[src/rtl/tmr_unit.sv]
// Programmable prescaled up-counter timer for the MIPS core's memory-mapped timer.
// Produces the live count, a one-cycle overflow pulse, a sticky flag and a one-shot done status.
module tmr_unit #(
  parameter int CNT_W = 16
) (
  input  logic             clk,
  input  logic             reset,
  input  logic [31:0]      tmr_ctrl,
  output logic [CNT_W-1:0] tmr_cntr,
  output logic             tmr_overflow,
  output logic             tmr_flag,
  output logic             tmr_done
);

  typedef enum logic [1:0] {
    ST_RESTART,
    ST_IDLE,
    ST_HALTED,
    ST_RUN
  } state_t;

  logic [14:0]      r_presc;
  logic [CNT_W-1:0] r_cntr;
  logic             r_en_d;
  logic             r_clr_d;
  logic             r_done;
  logic             r_flag;
  logic             r_ovf;

  logic             w_en;
  logic             w_mode;
  logic             w_clr;
  logic [3:0]       w_p;
  logic [CNT_W-1:0] w_top;
  logic [14:0]      w_presc_lim;
  logic             w_tick;
  logic             w_term;
  state_t           w_state;

  logic [14:0]      w_presc_nxt;
  logic [CNT_W-1:0] w_cntr_nxt;
  logic             w_done_nxt;
  logic             w_flag_nxt;
  logic             w_ovf_nxt;
  logic             w_event;
  logic             w_unused_ctrl;

  assign w_en          = tmr_ctrl[0];
  assign w_mode        = tmr_ctrl[1];
  assign w_clr         = tmr_ctrl[2];
  assign w_p           = tmr_ctrl[7:4];
  assign w_top         = tmr_ctrl[16 +: CNT_W];
  assign w_unused_ctrl = ^{tmr_ctrl[15:8], tmr_ctrl[3]};

  // 2^P - 1 as a right-shifted all-ones mask, so P=15 needs no 16th bit
  assign w_presc_lim = 15'h7FFF >> (4'd15 - w_p);
  assign w_tick      = (r_presc >= w_presc_lim);
  assign w_term      = (r_cntr >= w_top);

  always_comb begin
    if (w_en && !r_en_d) begin
      w_state = ST_RESTART;
    end else if (!w_en) begin
      w_state = ST_IDLE;
    end else if (r_done) begin
      w_state = ST_HALTED;
    end else begin
      w_state = ST_RUN;
    end
  end

  always_comb begin
    w_presc_nxt = r_presc;
    w_cntr_nxt  = r_cntr;
    w_done_nxt  = r_done;
    w_ovf_nxt   = 1'b0;
    w_event     = 1'b0;

    case (w_state)
      ST_RESTART: begin
        w_presc_nxt = '0;
        w_cntr_nxt  = '0;
        w_done_nxt  = 1'b0;
      end
      ST_RUN: begin
        if (!w_tick) begin
          w_presc_nxt = r_presc + 15'd1;
        end else if (!w_term) begin
          w_presc_nxt = '0;
          w_cntr_nxt  = r_cntr + CNT_W'(1);
        end else begin
          w_presc_nxt = '0;
          w_ovf_nxt   = 1'b1;
          w_event     = 1'b1;
          if (w_mode) begin
            w_done_nxt = 1'b1;
          end else begin
            w_cntr_nxt = '0;
          end
        end
      end
      default: begin
      end
    endcase

    // A terminal event on the same edge as a clear wins, so no event is lost
    w_flag_nxt = r_flag;
    if (w_clr && !r_clr_d) begin
      w_flag_nxt = 1'b0;
    end
    if (w_event) begin
      w_flag_nxt = 1'b1;
    end
  end

  always_ff @(posedge clk or negedge reset) begin
    if (!reset) begin
      r_presc <= '0;
      r_cntr  <= '0;
      r_en_d  <= 1'b0;
      r_clr_d <= 1'b0;
      r_done  <= 1'b0;
      r_flag  <= 1'b0;
      r_ovf   <= 1'b0;
    end else begin
      r_presc <= w_presc_nxt;
      r_cntr  <= w_cntr_nxt;
      r_en_d  <= w_en;
      r_clr_d <= w_clr;
      r_done  <= w_done_nxt;
      r_flag  <= w_flag_nxt;
      r_ovf   <= w_ovf_nxt;
    end
  end

  assign tmr_cntr     = r_cntr;
  assign tmr_overflow = r_ovf;
  assign tmr_flag     = r_flag;
  assign tmr_done     = r_done;

endmodule

[config.mk]
export PLATFORM = sky130hd
export DESIGN_NAME = tmr_unit
export DESIGN_NICKNAME = d
export VERILOG_FILES = /design/src/rtl/tmr_unit.sv
export SDC_FILE = /design/constraint.sdc
export NUM_CORES = 1
export LEC_CHECK = 0
export ABC_AREA = 1
export CAP_MARGIN = 20
export CORE_AREA = 2 2 73 89
export DETAILED_ROUTE_END_ITERATION = 8
export DIE_AREA = 0 0 75 91
export GPL_ROUTABILITY_DRIVEN = 0
export HOLD_SLACK_MARGIN = 0.03
export PLACE_DENSITY = 0.83
export SETUP_SLACK_MARGIN = 0.5
export SYNTH_ARGS = -nofsm -noshare
export SYNTH_HDL_FRONTEND = slang
export SYNTH_SLANG_ARGS = --single-unit
export TNS_END_PERCENT = 50
[constraint.sdc]
create_clock -name clk -period 2.25 [get_ports clk]
set_input_delay 0.45 -clock clk [delete_from_list [all_inputs] [get_ports clk]]
set_output_delay 0.45 -clock clk [all_outputs]
set_load 0.01 [all_outputs]
==> results of run 1 <==
==> report_power, final <==
group / internal [mW] / switching (mW)
logic: 0.249 / 0.288
registers: 0.662 / 0.0180
clock network: 0.273 / 0.248
==> worst max-delay path, delay by kind of cell <==
| kind | cells | cell delay [ns] |
|---|---|---|
| compound gates | 2 | 0.34 |
| fa+ha+maj | 1 | 0.20 |
| buf+inv | 6 | 0.71 |
| simple gates | 6 | 0.61 |
==> final timing paths <==
path                              from          end  slack (ns)  depth (start not counted)
min in group asynchronous        reset  tmr_cntr[3]        0.59                          2
max                        tmr_ctrl[6]   r_presc[0]        0.14                         15
max in group asynchronous        reset  tmr_cntr[5]        1.30                          2
min reg2reg                    r_clr_d     tmr_flag        0.49                          2
min                            r_clr_d     tmr_flag        0.49                          2
max reg2reg                r_presc[14]   r_presc[0]        0.17                         10
==> cell families (layout without fill, tap and decap cells) <==
group / count (synthesis) / after routing / share of synthesized area [%]
buffers and inverters: 73 / 160 / 10.0
XOR/XNOR: 16 / 16 / 4.47
adder cells (fa/ha/maj): 34 / 34 / 13.6
other: 0 / 1 / 0
flip-flops: 36 / 36 / 28.8
AND/OR/NAND/NOR: 255 / 256 / 38.3
AO/OA/AOI/OAI: 28 / 28 / 4.91
==> timing repair <==
action	4_1_cts	5_1_grt
setup endpoints to repair	49	50
cloned	3	0
gates resized for setup	118	28
hold endpoints to repair	0	0
pin swaps	73	24
buffers inserted	11	3
==> routing by layer <==
| layer | vias to the layer above | share of wire, % |
|---|---|---|
| met4 | 0 | 6.0 |
| met1 | 1561 | 35 |
| met5 | - | 0 |
| li1 | 1563 | - |
| met2 | 159 | 54 |
| met3 | 59 | 5.4 |
==> layout make-up <==
| cell class | instances | area (sq um) | share of cell area, % |
|---|---|---|---|
| Multi-Input combinational cell | 334 | 2390 | 51.8 |
| Sequential cell | 36 | 908 | 19.7 |
| Timing Repair Buffer | 89 | 861 | 18.7 |
| Inverter | 64 | 253 | 5.48 |
| Tap cell | 82 | 103 | 2.22 |
| Clock buffer | 7 | 96.3 | 2.09 |
| Antenna cell | 1 | 2.50 | 0.0542 |
==> stage by stage <==
| stage | TNS, ns | std cells | utilization (%) | power (mW) |
|---|---|---|---|---|
| 2_1_floorplan | 0 | 442 | - | 0.905 |
| 3_3_place_gp | -12.11 | 588 | 65.6 | 1.04 |
| 3_5_place_dp | -13.74 | 588 | 65.6 | 1.06 |
| 4_1_cts | 0 | 609 | 75.4 | 1.69 |
| 5_1_grt | 0 | 612 | 77.7 | 1.80 |
| 6_report | 0 | 613 | 77.8 | 1.74 |
==> Yosys cell counts <==
cell                       number
sky130_fd_sc_hd__inv_1         61
sky130_fd_sc_hd__nor2_1        58
sky130_fd_sc_hd__nor3b_1        2
sky130_fd_sc_hd__or2_2          1
sky130_fd_sc_hd__nand3_2        4
sky130_fd_sc_hd__inv_2          2
sky130_fd_sc_hd__clkbuf_1       2
sky130_fd_sc_hd__inv_6          1
sky130_fd_sc_hd__nand2_4        4
sky130_fd_sc_hd__ha_1          34
sky130_fd_sc_hd__xor2_1        10
sky130_fd_sc_hd__nand4_1        4
sky130_fd_sc_hd__nor2_2         5
sky130_fd_sc_hd__a21oi_2        1
sky130_fd_sc_hd__nor2_4         3
sky130_fd_sc_hd__o21ai_1        1
sky130_fd_sc_hd__nor3_2         3
sky130_fd_sc_hd__nand3_1       29
sky130_fd_sc_hd__o21ai_0        9
sky130_fd_sc_hd__buf_12         1
sky130_fd_sc_hd__xnor2_1        6
sky130_fd_sc_hd__o31ai_1        1
sky130_fd_sc_hd__nand3b_1       1
sky130_fd_sc_hd__buf_6          1
sky130_fd_sc_hd__nand3_4        2
sky130_fd_sc_hd__nand2_1      118
sky130_fd_sc_hd__a21o_1         2
sky130_fd_sc_hd__buf_4          2
sky130_fd_sc_hd__a21oi_1       13
sky130_fd_sc_hd__nand2_2       15
sky130_fd_sc_hd__dfrtp_1       36
sky130_fd_sc_hd__nor3_1         6
sky130_fd_sc_hd__o21bai_1       1
sky130_fd_sc_hd__buf_2          3
==> state kept, by name, indices dropped and copies added, names as in the netlist <==
name / cells
tmr_flag: 1
r_clr_d: 1
r_en_d: 1
tmr_done: 1
r_presc: 15
tmr_cntr: 16
tmr_overflow: 1
==> results.py, run 1 <==
metrics = {
    "die": {
        "die_area_sq_um": 6830,
        "chipWidth_um": 75,
        "placement_rows": 31,
        "coreArea_sq_um": 5930,
        "initial_core_util_pct": 52.8,
        "pin_count": 53,
        "die_y_um": 91,
    },
    "pwr": {
        "worst_ir_drop_vdd_mv": 0.263,
        "power_per_standard_cell_area_nw_per_um2": 377,
        "power_leakage_nw": 2.21,
    },
    "worst_setup_path": {
        "critical_path_required_ns": 2.46,
        "critical-path-top-cell-by-count": "sky130_fd_sc_hd__buf_4",
        "arrival_ns": 2.32,
        "max_stage_delay_ns": 0.20,
        "criticalPathCategory": "input port to flip-flop",
        "biggest_fanout_along_the_worst_timing_path": 3,
        "end_kind": "flip-flop",
        "critical_path.startpoint_type": "input port",
        "chain_of_cells_forming_the_critical_path": "buf_4, buf_4, nand2_4, inv_4, nand2_4, ha_4, a21o_1, nor2_1, nand2_1, nor2_2, nand3_2, buf_4, buf_4, buf_4, o21ai_0",
        "cpMaxStageDelayCell": "sky130_fd_sc_hd__ha_4",
    },
    "final_layout": {
        "final_common_cell": "sky130_fd_sc_hd__nand2_1",
        "drive_gt1_share_pct": 34.0,
        "flow.area_growth_from_synthesis_pct": 47.3,
        "final_net_count": 598,
        "postLayoutCellArea_sq_um": 4610,
        "fillCellCount": 386,
        "most-common-layout-cells": "sky130_fd_sc_hd__nand2_1, sky130_fd_sc_hd__nor2_1, sky130_fd_sc_hd__inv_1",
    },
    "place": {
        "hpwl_mm": 5.70,
        "postPlaceCellArea_sq_um": 3890,
        "placement.io_buffers": 43,
        "setup_ws_pre_cts_ns": -0.485,
    },
    "global_routing": {
        "grt_first_pass_wirelength_mm": 15.9,
        "antenna_violations_before_repair": 0,
        "first_global_vias": 3611,
        "largest_net_degree_at_the_start_of_global_routing": 37,
        "grt.met3_usage_pct": 5.88,
        "most_crowded_layer_gr": "met2",
        "gr-usage-all-layers_pct": 30.0,
        "residual_overflow_from_global_routing": 0,
        "use_met1_pct": 30.9,
        "gr-usage-met2_pct": 54.0,
    },
    "clock_network": {
        "cts.reportedPaths.clkPinSlew_ns": 0.07,
        "cts_hold_buffers": 0,
        "cts.root.buffer_cell": "sky130_fd_sc_hd__clkbuf_8",
        "number_of_buffers_added_by_the_clock_tree_synthesis_step": 5,
        "clock_sinks": 36,
        "cts_buffer_depth": 2,
        "clk-insertion-delay-late_ns": 0.30,
        "tritoncts": "done",
        "cts_max_level": 2,
    },
    "timing": {
        "slew_headroom_pct": 68.1,
        "worst_slack_ns": 0.136,
        "worst_pin_slew_ns": 0.479,
        "worst_hold_slack_ns": 0.488,
        "timing.final.setup_violations": 0,
        "achievable-frequency_mhz": 473,
        "clock_skew_ns": 0.00924,
        "min_period_over_period_pct": 93.9,
        "unrepaired_setup_endpoints_after_global_routing": "yes",
        "hold_viol": 0,
        "timing_max_transition_violations_final": 0,
        "layout_min_cycle_time_ns": 2.11,
    },
    "yosys": {
        "post-synth-top-area-cell": "sky130_fd_sc_hd__dfrtp_1",
        "mappedNetlistArea_sq_um": 3130,
        "syn_avg_cell_area_sq_um": 7.09,
        "synth_top_area_share_pct": 28.8,
        "syn_inst": 442,
        "synth-warning-count": 0,
        "synth.distinct_cells": 34,
        "synth_top_cells_by_area": "sky130_fd_sc_hd__dfrtp_1, sky130_fd_sc_hd__nand2_1, sky130_fd_sc_hd__ha_1, sky130_fd_sc_hd__inv_1, sky130_fd_sc_hd__nor2_1",
        "mappedNetlistNets": 510,
        "ys_ff_latch": 36,
        "ys_seq_area_share_pct": 28.8,
    },
    "route": {
        "final_wirelength_mm": 9.84,
        "drt_iter0_markers": 342,
        "route.vias.total": 3342,
        "via_count_normalized_by_instance_count": 5.45,
        "remaining_drc_errors": 0,
        "antenna_violating_nets_post_route": 0,
        "avgRoutedWirePerCell_um": 16.1,
        "detailedRoute.firstPassIterationCount": 7,
    },
    "run_status": {
        "run_status": "completed",
    },
    "min_path": {
        "hp-class": "flip-flop to flip-flop",
    },
    "job": {
        "maxCapViolCount": 0,
    },
}
Note: power is estimated with default switching activity, not from simulation.
==> run 2: changes to the inputs <==
Settings changed: GPL_TIMING_DRIVEN set to 0.
==> run 2 against run 1 <==
Effect of this change: core utilization down 1.6 points; critical path depth shrank 6; worst setup slack better by 0.074 ns; clock skew about the same; largest power group unchanged; die area unchanged; count of clock-buffer cells in the layout increased by 1.
==> results.py, run 2 (synthesis results as in run 1) <==
metrics = {
    "pwr": {
        "report.power.total_mw": 1.68,
        "worst_ir_drop_vdd_mv": 0.221,
        "power_leakage_nw": 2.12,
        "power_per_standard_cell_area_nw_per_um2": 371,
    },
    "worst_setup_path": {
        "arrival_ns": 2.26,
        "timing.critical_path.from": "tmr_cntr[12]",
        "end_kind": "flip-flop",
        "worst_r2r_startpoint": "tmr_cntr[12]",
        "r2r_end": "tmr_cntr[15]",
        "setup.reg_to_reg.worst_slack_ns": 0.21,
        "rr_worst_depth": 9,
        "criticalPathCategory": "flip-flop to flip-flop",
        "timing.critical_path.to": "tmr_cntr[15]",
        "critical_path_required_ns": 2.47,
        "critical_path.startpoint_type": "flip-flop",
        "biggest_fanout_along_the_worst_timing_path": 7,
    },
    "die": {
        "pin_count": 53,
        "initial_core_util_pct": 52.8,
        "die_y_um": 91,
        "placement_rows": 31,
        "chipWidth_um": 75,
        "die_area_sq_um": 6830,
        "coreArea_sq_um": 5930,
    },
    "route": {
        "avgRoutedWirePerCell_um": 15.6,
        "antenna_violating_nets_post_route": 0,
        "final_wirelength_mm": 9.43,
        "route.vias.total": 3221,
        "remaining_drc_errors": 0,
        "drt_iter0_markers": 304,
        "via_count_normalized_by_instance_count": 5.32,
        "detailedRoute.firstPassIterationCount": 4,
    },
    "clock_network": {
        "cts_buffer_depth": 2,
        "cts.root.buffer_cell": "sky130_fd_sc_hd__clkbuf_8",
        "clk-insertion-delay-late_ns": 0.30,
        "number_of_buffers_added_by_the_clock_tree_synthesis_step": 5,
        "cts.reportedPaths.clkPinSlew_ns": 0.08,
        "clock_sinks": 36,
        "cts_max_level": 2,
        "tritoncts": "done",
    },
    "final_layout": {
        "fillCellCount": 394,
        "flow.area_growth_from_synthesis_pct": 44.2,
        "final_common_cell": "sky130_fd_sc_hd__nand2_1",
        "final_net_count": 590,
        "finalNonFillerCells": 605,
        "drive_gt1_share_pct": 34.2,
        "insertedDiodeCount": 0,
        "largest_register_ffs": 16,
        "most-common-layout-cells": "sky130_fd_sc_hd__nand2_1, sky130_fd_sc_hd__inv_1, sky130_fd_sc_hd__nor2_1",
    },
    "global_routing": {
        "grt_first_pass_wirelength_mm": 13.7,
        "first_global_vias": 3163,
        "gr-usage-all-layers_pct": 25.6,
        "antenna_violations_before_repair": 0,
        "largest_net_degree_at_the_start_of_global_routing": 37,
        "residual_overflow_from_global_routing": 0,
    },
    "timing": {
        "achievable-frequency_mhz": 490,
        "worst_pin_slew_ns": 0.820,
        "hold_viol": 0,
        "slew_headroom_pct": 45.3,
        "layout_min_cycle_time_ns": 2.04,
        "worst_slack_ns": 0.211,
        "unrepaired_setup_endpoints_after_global_routing": "yes",
        "min_period_over_period_pct": 90.6,
        "timing.final.setup_violations": 0,
        "clock_skew_ns": 0.00931,
        "timing_max_transition_violations_final": 0,
    },
    "place": {
        "placement.io_buffers": 41,
        "placed_cells": 565,
        "hpwl_mm": 5.32,
        "setup_ws_pre_cts_ns": -0.658,
    },
    "run_status": {
        "run_status": "completed",
    },
    "job": {
        "maxCapViolCount": 0,
    },
    "min_path": {
        "hp-class": "input port to async pin",
    },
}
## run 2: cell count changes in the layout (fill, tap and decap cells not counted), sizes merged
cell,previous run,this run
clkbuf,7,10
buf,50,42
diode,1,0
clkdlybuf4s50,23,21
nand2,138,137
dlygate4sd2,16,17
## run 2: routing by layer
layer / vias to the layer above / global-route usage [%] / part of all wire (%)
met2: 105 / 48.2 / 56
li1: 1542 / - / -
met4: 0 / 12.4 / 3.8
met1: 1544 / 26.2 / 36
met3: 30 / 3.77 / 3.9
met5: - / 0 / 0
## run 2: how the worst min path moves through the flow
stage               startpoint     endpoint  slack [ns]  depth (start not counted)
floorplan                reset      r_clr_d        0.15                          0
global placement       r_clr_d     tmr_flag        0.47                          2
detailed placement     r_clr_d     tmr_flag        0.47                          2
CTS                      reset  tmr_cntr[2]        0.28                          1
global route             reset       r_en_d        0.30                          1
finish                   reset  tmr_cntr[3]        0.24                          1
## run 2: layout make-up
type / count / area, sq um / share of cell area [%]
multi-input cells: 333 / 2330 / 51.5
clock buffers: 8 / 90.1 / 1.99
plain buffers: 9 / 141 / 3.13
inverters: 64 / 258 / 5.70
flip-flops and latches: 36 / 921 / 20.4
repair buffers: 73 / 679 / 15.0
well taps: 82 / 103 / 2.27
## run 2: power by group
part | leakage (nW) | switching (mW) | total (mW) | internal, mW
logic | 1.61 | 0.265 | 0.494 | 0.229
clock network | 0.0455 | 0.253 | 0.503 | 0.250
registers | 0.470 | 0.0187 | 0.681 | 0.662
total | 2.12 | 0.537 | 1.68 | 1.14
## run 2: worst max-delay path, stage by stage (launching register included)
cell	delay, ns
sky130_fd_sc_hd__dfrtp_2	0.47
sky130_fd_sc_hd__ha_1	0.31
sky130_fd_sc_hd__nand4_1	0.19
sky130_fd_sc_hd__a21oi_2	0.08
sky130_fd_sc_hd__nor2_4	0.21
sky130_fd_sc_hd__buf_4	0.16
sky130_fd_sc_hd__nand3_1	0.07
sky130_fd_sc_hd__nor2_1	0.21
sky130_fd_sc_hd__nand3_2	0.16
sky130_fd_sc_hd__nand2_2	0.10
## run 2: what timing repair did
action	in CTS	in global routing
resized for setup	91	51
pin swaps	51	26
hold buffers	0	0
setup endpoints to repair	49	50
buffers inserted	17	13
gates cloned	1	1
## run 2: metrics by stage
stage	setup TNS (ns)	area [sq um]	utilization [%]	hold slack, ns
final	0	4520	76.2	0.244
after global routing	0	4520	76.2	0.304
after CTS	0	4230	71.2	0.278
after detailed placement	-18.56	3740	63.0	0.473
after global placement	-21.38	3750	63.1	0.468
after floorplan	0	3230	-	0.154
